### src/rtl/video_pkg.sv
// Shared definitions for the video processor control path.
//   - Decoded opcode values seen by the instruction execution unit.
//   - exec_state_t: states of the instruction execution FSM.
package video_pkg;

    localparam logic [3:0] OP_SET_POS    = 4'b0000;
    localparam logic [3:0] OP_WR_MEM     = 4'b0001;
    localparam logic [3:0] OP_SET_OFF    = 4'b0010;
    localparam logic [3:0] OP_WAIT_FRAME = 4'b0011;
    localparam logic [3:0] OP_NOP        = 4'b1111;

    typedef enum logic [2:0] {
        ST_IDLE       = 3'd0,
        ST_EXEC       = 3'd1,
        ST_WR_MEM     = 3'd2,
        ST_WAIT_FRAME = 3'd3,
        ST_DONE       = 3'd4
    } exec_state_t;

endpackage

### src/rtl/exec_if.sv
// Decoder <-> execution-unit handshake.
//   instr_valid/opcode/register/data : decoded instruction, from the decoder
//   new_instruction                  : busy flag back to the decoder
//   done                             : one-cycle completion pulse
// Handshake: an instruction is accepted on a rising clk edge where
// instr_valid=1 and new_instruction=0. While new_instruction=1 the
// instr_valid line is ignored (nothing is queued); the decoder must
// re-present the instruction after new_instruction returns to 0.
interface exec_if;
    logic        instr_valid;
    logic [3:0]  opcode;
    logic [13:0] register;
    logic [31:0] data;
    logic        new_instruction;
    logic        done;

    modport master (
        output instr_valid, opcode, register, data,
        input  new_instruction, done
    );

    modport slave (
        input  instr_valid, opcode, register, data,
        output new_instruction, done
    );
endinterface

### src/rtl/instruction_exec_unit.sv
// Instruction execution unit: sequences register-bank and sprite-memory
// writes for decoded instructions and pulses done on completion.
// Ports:
//   clk, reset       : clock; synchronous active-low reset
//   dec (slave)      : decoder handshake (instr_valid/opcode/register/data in,
//                      new_instruction/done out)
//   vsync            : one-cycle frame-start pulse
//   reg_*            : register-bank write strobe, field select, address, data
//   mem_*            : sprite-memory write enable, address, data
//   timeout_err      : sticky WAIT_FRAME timeout flag
//   fsm_state        : current FSM state, for observation
// Build option: define WAIT_TIMEOUT_EN to let WAIT_FRAME give up after
// TIMEOUT_CYC cycles without vsync (sets timeout_err). Otherwise it waits
// indefinitely and timeout_err is tied low.
module instruction_exec_unit
    import video_pkg::*;
#(
    parameter int REG_AW        = 5,
    parameter int MEM_AW        = 14,
    parameter int COLOR_W       = 9,
    parameter int MEM_WR_CYCLES = 2,
    parameter int TIMEOUT_CYC   = 1024
) (
    input  logic               clk,
    input  logic               reset,
    exec_if.slave              dec,
    input  logic               vsync,
    output logic               reg_wr_en,
    output logic               reg_sel,
    output logic [REG_AW-1:0]  reg_addr,
    output logic [31:0]        reg_wr_data,
    output logic               mem_wr_en,
    output logic [MEM_AW-1:0]  mem_addr,
    output logic [COLOR_W-1:0] mem_wr_data,
    output logic               timeout_err,
    output exec_state_t        fsm_state
);

    localparam int             WR_CW   = (MEM_WR_CYCLES > 1) ? $clog2(MEM_WR_CYCLES) : 1;
    localparam logic [WR_CW-1:0] WR_LOAD = WR_CW'(MEM_WR_CYCLES - 1);

    exec_state_t      state, next_state;
    logic [3:0]       op_q;
    logic [WR_CW-1:0] wr_cnt;
    logic             wait_expired;

    // Address/data outputs are registers loaded at accept time, so they are
    // already valid in EXEC and keep their last value afterwards. Only the
    // fields belonging to the accepted opcode's target are updated.
    always_ff @(posedge clk) begin
        if (!reset) begin
            state       <= ST_IDLE;
            op_q        <= '0;
            reg_sel     <= 1'b0;
            reg_addr    <= '0;
            reg_wr_data <= '0;
            mem_addr    <= '0;
            mem_wr_data <= '0;
            wr_cnt      <= '0;
        end else begin
            state <= next_state;
            if (state == ST_IDLE && dec.instr_valid) begin
                op_q <= dec.opcode;
                if (dec.opcode == OP_SET_POS || dec.opcode == OP_SET_OFF) begin
                    reg_sel     <= (dec.opcode == OP_SET_OFF);
                    reg_addr    <= dec.register[REG_AW-1:0];
                    reg_wr_data <= dec.data;
                end
                if (dec.opcode == OP_WR_MEM) begin
                    mem_addr    <= dec.register[MEM_AW-1:0];
                    mem_wr_data <= dec.data[COLOR_W-1:0];
                end
            end
            // Down-counter preloaded in EXEC; WR_MEM leaves when it reads 0.
            if (state == ST_EXEC)
                wr_cnt <= WR_LOAD;
            else if (state == ST_WR_MEM && wr_cnt != '0)
                wr_cnt <= wr_cnt - 1'b1;
        end
    end

`ifdef WAIT_TIMEOUT_EN
    localparam int TO_CW = (TIMEOUT_CYC > 1) ? $clog2(TIMEOUT_CYC) : 1;
    logic [TO_CW-1:0] wait_cnt;

    // Counts cycles spent in WAIT_FRAME, starting from 0 on entry.
    always_ff @(posedge clk) begin
        if (!reset) begin
            wait_cnt    <= '0;
            timeout_err <= 1'b0;
        end else begin
            if (state == ST_WAIT_FRAME)
                wait_cnt <= wait_cnt + 1'b1;
            else
                wait_cnt <= '0;
            if (wait_expired)
                timeout_err <= 1'b1;
        end
    end

    // vsync takes priority on the final cycle: a frame start is not a timeout.
    assign wait_expired = (state == ST_WAIT_FRAME) && !vsync &&
                          (wait_cnt == TO_CW'(TIMEOUT_CYC - 1));
`else
    assign wait_expired = 1'b0;
    assign timeout_err  = 1'b0;
`endif

    always_comb begin
        next_state = state;
        reg_wr_en  = 1'b0;
        mem_wr_en  = 1'b0;
        dec.done   = 1'b0;
        case (state)
            ST_IDLE: begin
                if (dec.instr_valid) next_state = ST_EXEC;
            end
            ST_EXEC: begin
                case (op_q)
                    OP_SET_POS, OP_SET_OFF: begin
                        reg_wr_en  = 1'b1;
                        next_state = ST_DONE;
                    end
                    OP_WR_MEM:     next_state = ST_WR_MEM;
                    OP_WAIT_FRAME: next_state = ST_WAIT_FRAME;
                    default:       next_state = ST_DONE;
                endcase
            end
            ST_WR_MEM: begin
                mem_wr_en = 1'b1;
                if (wr_cnt == '0) next_state = ST_DONE;
            end
            ST_WAIT_FRAME: begin
                // vsync in the EXEC cycle is never seen here: only sampled in this state.
                if (vsync || wait_expired) next_state = ST_DONE;
            end
            ST_DONE: begin
                dec.done   = 1'b1;
                next_state = ST_IDLE;
            end
            default: next_state = ST_IDLE;
        endcase
    end

    // Held busy while reset is applied so the decoder never issues into reset.
    assign dec.new_instruction = (state != ST_IDLE) || !reset;
    assign fsm_state           = state;

endmodule
### src/flat_wrapper.sv
// flat-port wrapper written by rule: the top's interface ports become plain ports
module instruction_exec_unit_flat import video_pkg::*;
#(
    parameter int REG_AW        = 5,
    parameter int MEM_AW        = 14,
    parameter int COLOR_W       = 9,
    parameter int MEM_WR_CYCLES = 2,
    parameter int TIMEOUT_CYC   = 1024
)
  (clk, reset, vsync, reg_wr_en, reg_sel, reg_addr, reg_wr_data, mem_wr_en, mem_addr, mem_wr_data, timeout_err, fsm_state, dec_instr_valid, dec_opcode, dec_register, dec_data, dec_new_instruction, dec_done);
  exec_if dec_i ();
  input  logic clk;
  input  logic reset;
  input  logic vsync;
  output logic reg_wr_en;
  output logic reg_sel;
  output logic [REG_AW-1:0] reg_addr;
  output logic [31:0] reg_wr_data;
  output logic mem_wr_en;
  output logic [MEM_AW-1:0] mem_addr;
  output logic [COLOR_W-1:0] mem_wr_data;
  output logic timeout_err;
  output exec_state_t fsm_state;
  input wire logic [$bits(dec_i.instr_valid)-1:0] dec_instr_valid;
  input wire logic [$bits(dec_i.opcode)-1:0] dec_opcode;
  input wire logic [$bits(dec_i.register)-1:0] dec_register;
  input wire logic [$bits(dec_i.data)-1:0] dec_data;
  output wire logic [$bits(dec_i.new_instruction)-1:0] dec_new_instruction;
  output wire logic [$bits(dec_i.done)-1:0] dec_done;
  assign dec_i.instr_valid = dec_instr_valid;
  assign dec_i.opcode = dec_opcode;
  assign dec_i.register = dec_register;
  assign dec_i.data = dec_data;
  assign dec_new_instruction = dec_i.new_instruction;
  assign dec_done = dec_i.done;
  instruction_exec_unit #(.REG_AW(REG_AW), .MEM_AW(MEM_AW), .COLOR_W(COLOR_W), .MEM_WR_CYCLES(MEM_WR_CYCLES), .TIMEOUT_CYC(TIMEOUT_CYC)) u_core (.clk(clk), .reset(reset), .dec(dec_i), .vsync(vsync), .reg_wr_en(reg_wr_en), .reg_sel(reg_sel), .reg_addr(reg_addr), .reg_wr_data(reg_wr_data), .mem_wr_en(mem_wr_en), .mem_addr(mem_addr), .mem_wr_data(mem_wr_data), .timeout_err(timeout_err), .fsm_state(fsm_state));
endmodule
### config.mk
export PLATFORM = sky130hd
export DESIGN_NAME = instruction_exec_unit_flat
export DESIGN_NICKNAME = d
export VERILOG_FILES = /design/src/rtl/video_pkg.sv /design/src/rtl/exec_if.sv /design/src/rtl/instruction_exec_unit.sv /design/src/flat_wrapper.sv
export SDC_FILE = /design/constraint.sdc
export NUM_CORES = 1
export LEC_CHECK = 0
export ABC_CLOCK_PERIOD_IN_PS = 4100
export CAP_MARGIN = 20
export CORE_MARGIN = 2
export CORE_UTILIZATION = 45
export DETAILED_ROUTE_END_ITERATION = 10
export GPL_ROUTABILITY_DRIVEN = 1
export PLACE_DENSITY = 0.88
export SLEW_MARGIN = 20
export SYNTH_ARGS = -nofsm -noshare
export SYNTH_HDL_FRONTEND = slang
export SYNTH_SLANG_ARGS = --single-unit
### constraint.sdc
create_clock -name clk -period 4.1 [get_ports clk]
set_input_delay 0.82 -clock clk [delete_from_list [all_inputs] [get_ports clk]]
set_output_delay 0.82 -clock clk [all_outputs]
set_load 0.01 [all_outputs]
==> reports/metrics.csv, run 1 <==
metric,value,unit
drive_gt1_frac,0.06132,
gp_congestion,0.7547,
multi_input_area,1314,um^2
drt-pass1-iter-count,4,
slew_viol_final,0,
wl_per_cell,14.02,um
dp_cells,483,
power_density,349.4,nW/um^2
tritoncts,built,
mostFrequentLayoutCells,"120 x clkdlybuf4s50_1, 118 x nand2_1, 69 x dfxtp_1",
final_util,0.7097,
finalPower,1.486,mW
holdCritPathClass,flop to flop,
dieArea,6943,um^2
start_kind,input pin,
synth_top_family_by_area,simple AND/OR/NAND/NOR gates,
ctsResizeCount,0,
ys_types,32,
slew_headroom,0.3075,
grt_most_used_layer,met2,
die_y,83.33,um
peakVddDrop,0.0002442,V
seqCellArea,1381,um^2
postSynthAreaPerCell,9.283,um^2
n_fill_cell,459,
synth_fp_nets,359,
leakagePower,1.630,nW
crit_chain,buf_4 -> or4b_2 -> clkdlybuf4s50_1,
core,5991,um^2
synth_area,2831,um^2
place_area,4028,um^2
setup_viol,0,
grt_util_met2,0.3497,
yosys.area_share.simple,0.2174,
syn_inst,305,
whs,0.4565,ns
rsz0062_at_grt,no,
start_util,0.4726,
grt_pass1_vias,2467,
grt_pass1_wl,11630,um
antenna_found_initial,0,
slowest_delay,0.57,ns
numCtsBuffers,9,
io_pins,123,
clockBufferDepth,2,
grt_use_total,0.2068,
status,"complete, no violations",
grt_use_met3,0.09145,
synthToLayoutAreaGrowth,50.15,%
use_met1,0.2299,
grt_max_degree,115,
die_w,83.33,um
synthAdderAreaFrac,0,
root_buffer,clkbuf_8,
synthMuxAreaShare,0.2156,
clkLatencyLatePin,0.35,ns
grt_overflow_total,0,
fin_skew,0.01774,ns
hpwl,4861,um
layout_commonest_cell,clkdlybuf4s50_1,
critPathSlowestCell,or4b_2,
cts_sinks,69,
path_class,input pin to primary output,
crit_required,3.28,ns
postCtsHoldBufs,0,
htreeDepth,3,
row_count,28,
stdcell_count,499,
fin_area,4252,um^2
antenna_cells,0,
setup_tns,0,ns
final.setup.worst_slack,1.305,ns
critPathCaptureType,primary output,
postCtsSetupBuffers,0,
port_buffers,121,
pre_cts_slack,1.179,ns
nNetsFinal,473,
synth_warnings,0,
drc,0,
via_per_inst,4.852,
wl,6998,um
cp_data_arrival_time,1.98,ns
path_max_fanout,2,
drtAntennaViolNets,0,
path_delay_family,buffers and inverters,
cap_viol_max_count,0,
max_freq,357.8,MHz
period_share,0.6817,
path_clk_slew,0.07,ns
synth_xor_area_frac,0,
cp.buffers_inverters,2,
vias,2421,
final_hold_viol_count,0,
ys_seq_area_frac,0.4878,
min_period,2.795,ns
synth_compound_area_frac,0.02961,
drt_iter0_drc,95,
synth-seq-cells,69,
tightest_slew,1.039,ns
[flip-flops by register name, indices dropped and copies added, names as in the netlist]
register / cells
u_core.reg_wr_data: 32
u_core.op_q: 4
u_core.reg_addr: 5
u_core.wr_cnt: 1
u_core.fsm_state: 3
u_core.mem_addr: 14
u_core.mem_wr_data: 9
u_core.reg_sel: 1
[tightest hold or removal path, delay by kind of cell (launching register included)]
family,cells,cell delay [ns]
flops,1,0.31
simple gates,1,0.05
mux,1,0.05
[per-layer routing]
metal	share of wire	vias up
met3	0.088	12
met2	0.48	86
met5	0	-
met4	0.017	0
met1	0.42	1093
li1	-	1230
[cells by family (layout without fill, tap and decap cells)]
logic type,count (synthesis),after routing
mux,61,61
flops,69,69
simple gates,139,139
compound gates,12,12
buf+inv,23,142
other cells,1,1
[synth_stat cells (all sizes together)]
cell    instances  share of area
and4b           1         0.0035
nor3            2         0.0035
conb            1         0.0013
a21boi          5          0.013
nor4b           1         0.0053
nand4           1         0.0022
nand2         118           0.16
or4b            2         0.0084
o21ai           1         0.0018
dfxtp          69           0.49
clkbuf         13          0.017
nand3b          1         0.0027
nor2b           1         0.0022
nor4            1         0.0075
nor3b           1         0.0027
nand2b          4         0.0088
a31o            1         0.0031
nand3           1         0.0018
a31oi           2         0.0044
a21oi           1         0.0018
and3            2         0.0044
buf             8          0.028
nand4b          1         0.0053
nor2            2         0.0027
inv             2         0.0027
o21a            2         0.0053
mux2i          61           0.22
[final timing paths]
path	depth (start not counted)	from	to	slack, ns
worst max-delay path	3	reset	dec_new_instruction	1.30
worst max register to register	3	u_core.fsm_state[1]$_SDFFE_PN0P_	u_core.mem_wr_data[4]$_SDFFE_PN0P_	2.06
worst min register to register	2	u_core.reg_wr_data[16]$_SDFFE_PN0P_	u_core.reg_wr_data[16]$_SDFFE_PN0P_	0.46
worst min-delay path	2	u_core.reg_wr_data[16]$_SDFFE_PN0P_	u_core.reg_wr_data[16]$_SDFFE_PN0P_	0.46
[where the power goes]
| part | switching, mW | leakage, nW | total, mW | internal, mW |
|---|---|---|---|---|
| clock | 0.260 | 0.112 | 0.618 | 0.358 |
| sequential | 0.0127 | 0.558 | 0.699 | 0.686 |
| combinational | 0.0710 | 0.959 | 0.169 | 0.0981 |
| total | 0.344 | 1.63 | 1.49 | 1.14 |
[area by class of cell]
type,count,share of cell area
Sequential cell,69,0.3249
Multi-Input combinational cell,213,0.3090
Timing Repair Buffer,124,0.2896
Clock buffer,10,0.03237
Tap cell,75,0.02207
Clock inverter,6,0.02031
Inverter,2,0.001766
Note: power is estimated with default switching activity, not from simulation.
==> inputs of run 2 (changes only) <==
--- a/config.mk
+++ b/config.mk
@@ -5,13 +5,13 @@
 export SDC_FILE = /design/constraint.sdc
 export NUM_CORES = 1
 export LEC_CHECK = 0
-export ABC_CLOCK_PERIOD_IN_PS = 4100
+export ABC_CLOCK_PERIOD_IN_PS = 2900
 export CAP_MARGIN = 20
 export CORE_MARGIN = 2
-export CORE_UTILIZATION = 45
+export CORE_UTILIZATION = 42
 export DETAILED_ROUTE_END_ITERATION = 10
 export GPL_ROUTABILITY_DRIVEN = 1
-export PLACE_DENSITY = 0.88
+export PLACE_DENSITY = 0.83
 export SLEW_MARGIN = 20
 export SYNTH_ARGS = -nofsm -noshare
 export SYNTH_HDL_FRONTEND = slang
==> constraint.sdc (replaced) <==
create_clock -name clk -period 2.9 [get_ports clk]
set_input_delay 0.58 -clock clk [delete_from_list [all_inputs] [get_ports clk]]
set_output_delay 0.58 -clock clk [all_outputs]
set_load 0.01 [all_outputs]
==> reports/metrics.csv, run 2 (synthesis gave the netlist of run 1 again) <==
metric,value,unit
fin_area,4223,um^2
via_per_inst,4.844,
holdCritPathClass,flop to flop,
period_share,0.8565,
top_regs,"u_core.reg_wr_data x32, u_core.mem_addr x14, u_core.mem_wr_data x9",
reg2reg_from,u_core.fsm_state[1]$_SDFFE_PN0P_,
wl_per_cell,13.19,um
ctsResizeCount,0,
mostFrequentLayoutCells,"120 x clkdlybuf4s50_1, 118 x nand2_1, 69 x dfxtp_1",
slew_viol_final,0,
power_density,449.6,nW/um^2
grt_pass1_vias,2337,
antenna_found_initial,0,
synthToLayoutAreaGrowth,49.14,%
drc,0,
path_clk_slew,0.07,ns
crit_start,u_core.fsm_state[1]$_SDFFE_PN0P_,
die_w,86.11,um
rrSetupSlack,0.90,ns
clkLatencyLatePin,0.33,ns
reg2reg_depth,4,
pwr-share-seq,0.520,
postCtsHoldBufs,0,
root_buffer,clkbuf_8,
cp_data_arrival_time,1.90,ns
row_count,29,
slew_headroom,0.3122,
crit_end,dec_new_instruction,
clockBufferDepth,2,
slowest_delay,0.64,ns
top_register,u_core.reg_wr_data,
numCtsBuffers,9,
cap_viol_max_count,0,
start_util,0.4409,
fin_skew,0.008661,ns
postCtsSetupBuffers,0,
layout_commonest_cell,clkdlybuf4s50_1,
switching_share,0.2324,
grt_pass1_wl,10620,um
htreeDepth,3,
core,6422,um^2
crit_required,2.32,ns
drt_iter0_drc,100,
final_hold_viol_count,0,
internal_power,1.457,mW
cts_sinks,69,
status,"complete, no violations",
grt_use_total,0.1802,
setup_tns,0,ns
grt_max_degree,115,
gp_congestion,0.7705,
port_buffers,121,
dieArea,7414,um^2
min_period,2.484,ns
switchingPower,0.4413,mW
critPathCaptureType,primary output,
rsz0062_at_grt,no,
grt_overflow_total,0,
max_freq,402.6,MHz
drt-pass1-iter-count,4,
vias,2427,
p_clk_frac,0.352,
start_kind,flop,
setup_viol,0,
critPathSlowestCell,or4b_2,
drtAntennaViolNets,0,
tritoncts,built,
drive_gt1_frac,0.05896,
wl,6608,um
largest_reg_flops,32,
reg2reg_to,u_core.reg_wr_data[4]$_SDFFE_PN0P_,
antenna_cells,0,
tightest_slew,1.032,ns
die_y,86.11,um
leakagePower,1.617,nW
place_area,4058,um^2
io_pins,123,
hpwl,4619,um
path_max_fanout,14,
peakVddDrop,0.0002960,V
final_util,0.6575,
crit_chain,or4b_2 -> clkdlybuf4s50_1,
pwr-share-comb,0.127,
path_class,flop to primary output,
nNetsFinal,475,
run 2: cell types whose count changed in the layout (fill, tap and decap cells not counted):
cell,before,now
buf_4,4,5
clkbuf_1,0,1
buf_12,0,1
clkbuf_8,10,11
clkinv_4,1,0
clkinvlp_4,1,0
bufinv_16,2,0
run 2: area by class of cell:
cell class / count / area [um^2]
Clock buffer: 12 / 155.1
Fill cell: 527 / 2200
Timing Repair Buffer: 126 / 1259
Sequential cell: 69 / 1381
Clock inverter: 2 / 10.01
Inverter: 2 / 7.507
Tap cell: 77 / 96.34
Multi-Input combinational cell: 213 / 1314
run 2: layer usage:
metal,global-route usage,vias up,part of all wire,wire length [um]
met1,0.2138,1115,0.42,2781
met5,0,-,0,0
met4,0.08081,0,0.010,66
met3,0.05775,8,0.079,521
li1,-,1226,-,-
met2,0.2967,78,0.49,3238
run 2: how the worst min path moves through the flow:
stage                                                    from  cells past startpoint                                  end
final                      u_core.reg_wr_data[9]$_SDFFE_PN0P_                      2   u_core.reg_wr_data[9]$_SDFFE_PN0P_
after global routing      u_core.reg_wr_data[10]$_SDFFE_PN0P_                      2  u_core.reg_wr_data[10]$_SDFFE_PN0P_
after CTS                     u_core.mem_addr[8]$_SDFFE_PN0P_                      2      u_core.mem_addr[8]$_SDFFE_PN0P_
after detailed placement      u_core.mem_addr[8]$_SDFFE_PN0P_                      2      u_core.mem_addr[8]$_SDFFE_PN0P_
after global placement    u_core.reg_wr_data[25]$_SDFFE_PN0P_                      2  u_core.reg_wr_data[25]$_SDFFE_PN0P_
after floorplan                   u_core.op_q[1]$_SDFFE_PN0P_                      2          u_core.op_q[1]$_SDFFE_PN0P_
run 2: power groups by stage:
stage	clock, mW	sequential [mW]	combinational, mW
6_report	0.669	0.988	0.241
3_5_place_dp	0	1.01	0.242
2_1_floorplan	0	1.01	0.104
5_1_grt	0.735	0.991	0.262
3_3_place_gp	0	1.01	0.237
4_1_cts	0.689	0.988	0.243
run 2: worst max-delay path: cells and delay by family, from the launching register on:
family / cells / cell delay (ns)
AND/OR/NAND/NOR: 1 / 0.64
flip-flops: 1 / 0.43
buffers and inverters: 1 / 0.50
run 2: metrics by stage:
step,total power [mW],cells,hold WS [ns],setup WS [ns]
6_report,1.898,501,0.4545,0.4162
5_1_grt,1.987,501,0.4767,0.3444
4_1_cts,1.920,501,0.4583,0.4052
3_5_place_dp,1.251,487,0.4460,0.3422
3_3_place_gp,1.245,487,0.4411,0.4169
2_1_floorplan,1.118,305,0.4442,0.9272
==> inputs of run 3 (changes only) <==
--- a/config.mk
+++ b/config.mk
@@ -9,6 +9,7 @@
 export CAP_MARGIN = 20
 export CORE_MARGIN = 2
 export CORE_UTILIZATION = 42
+export CTS_CLUSTER_SIZE = 14
 export DETAILED_ROUTE_END_ITERATION = 10
 export GPL_ROUTABILITY_DRIVEN = 1
 export PLACE_DENSITY = 0.83
==> results of run 3 <==
No change in the layout: final DEF, timing and power equal those of run 2.
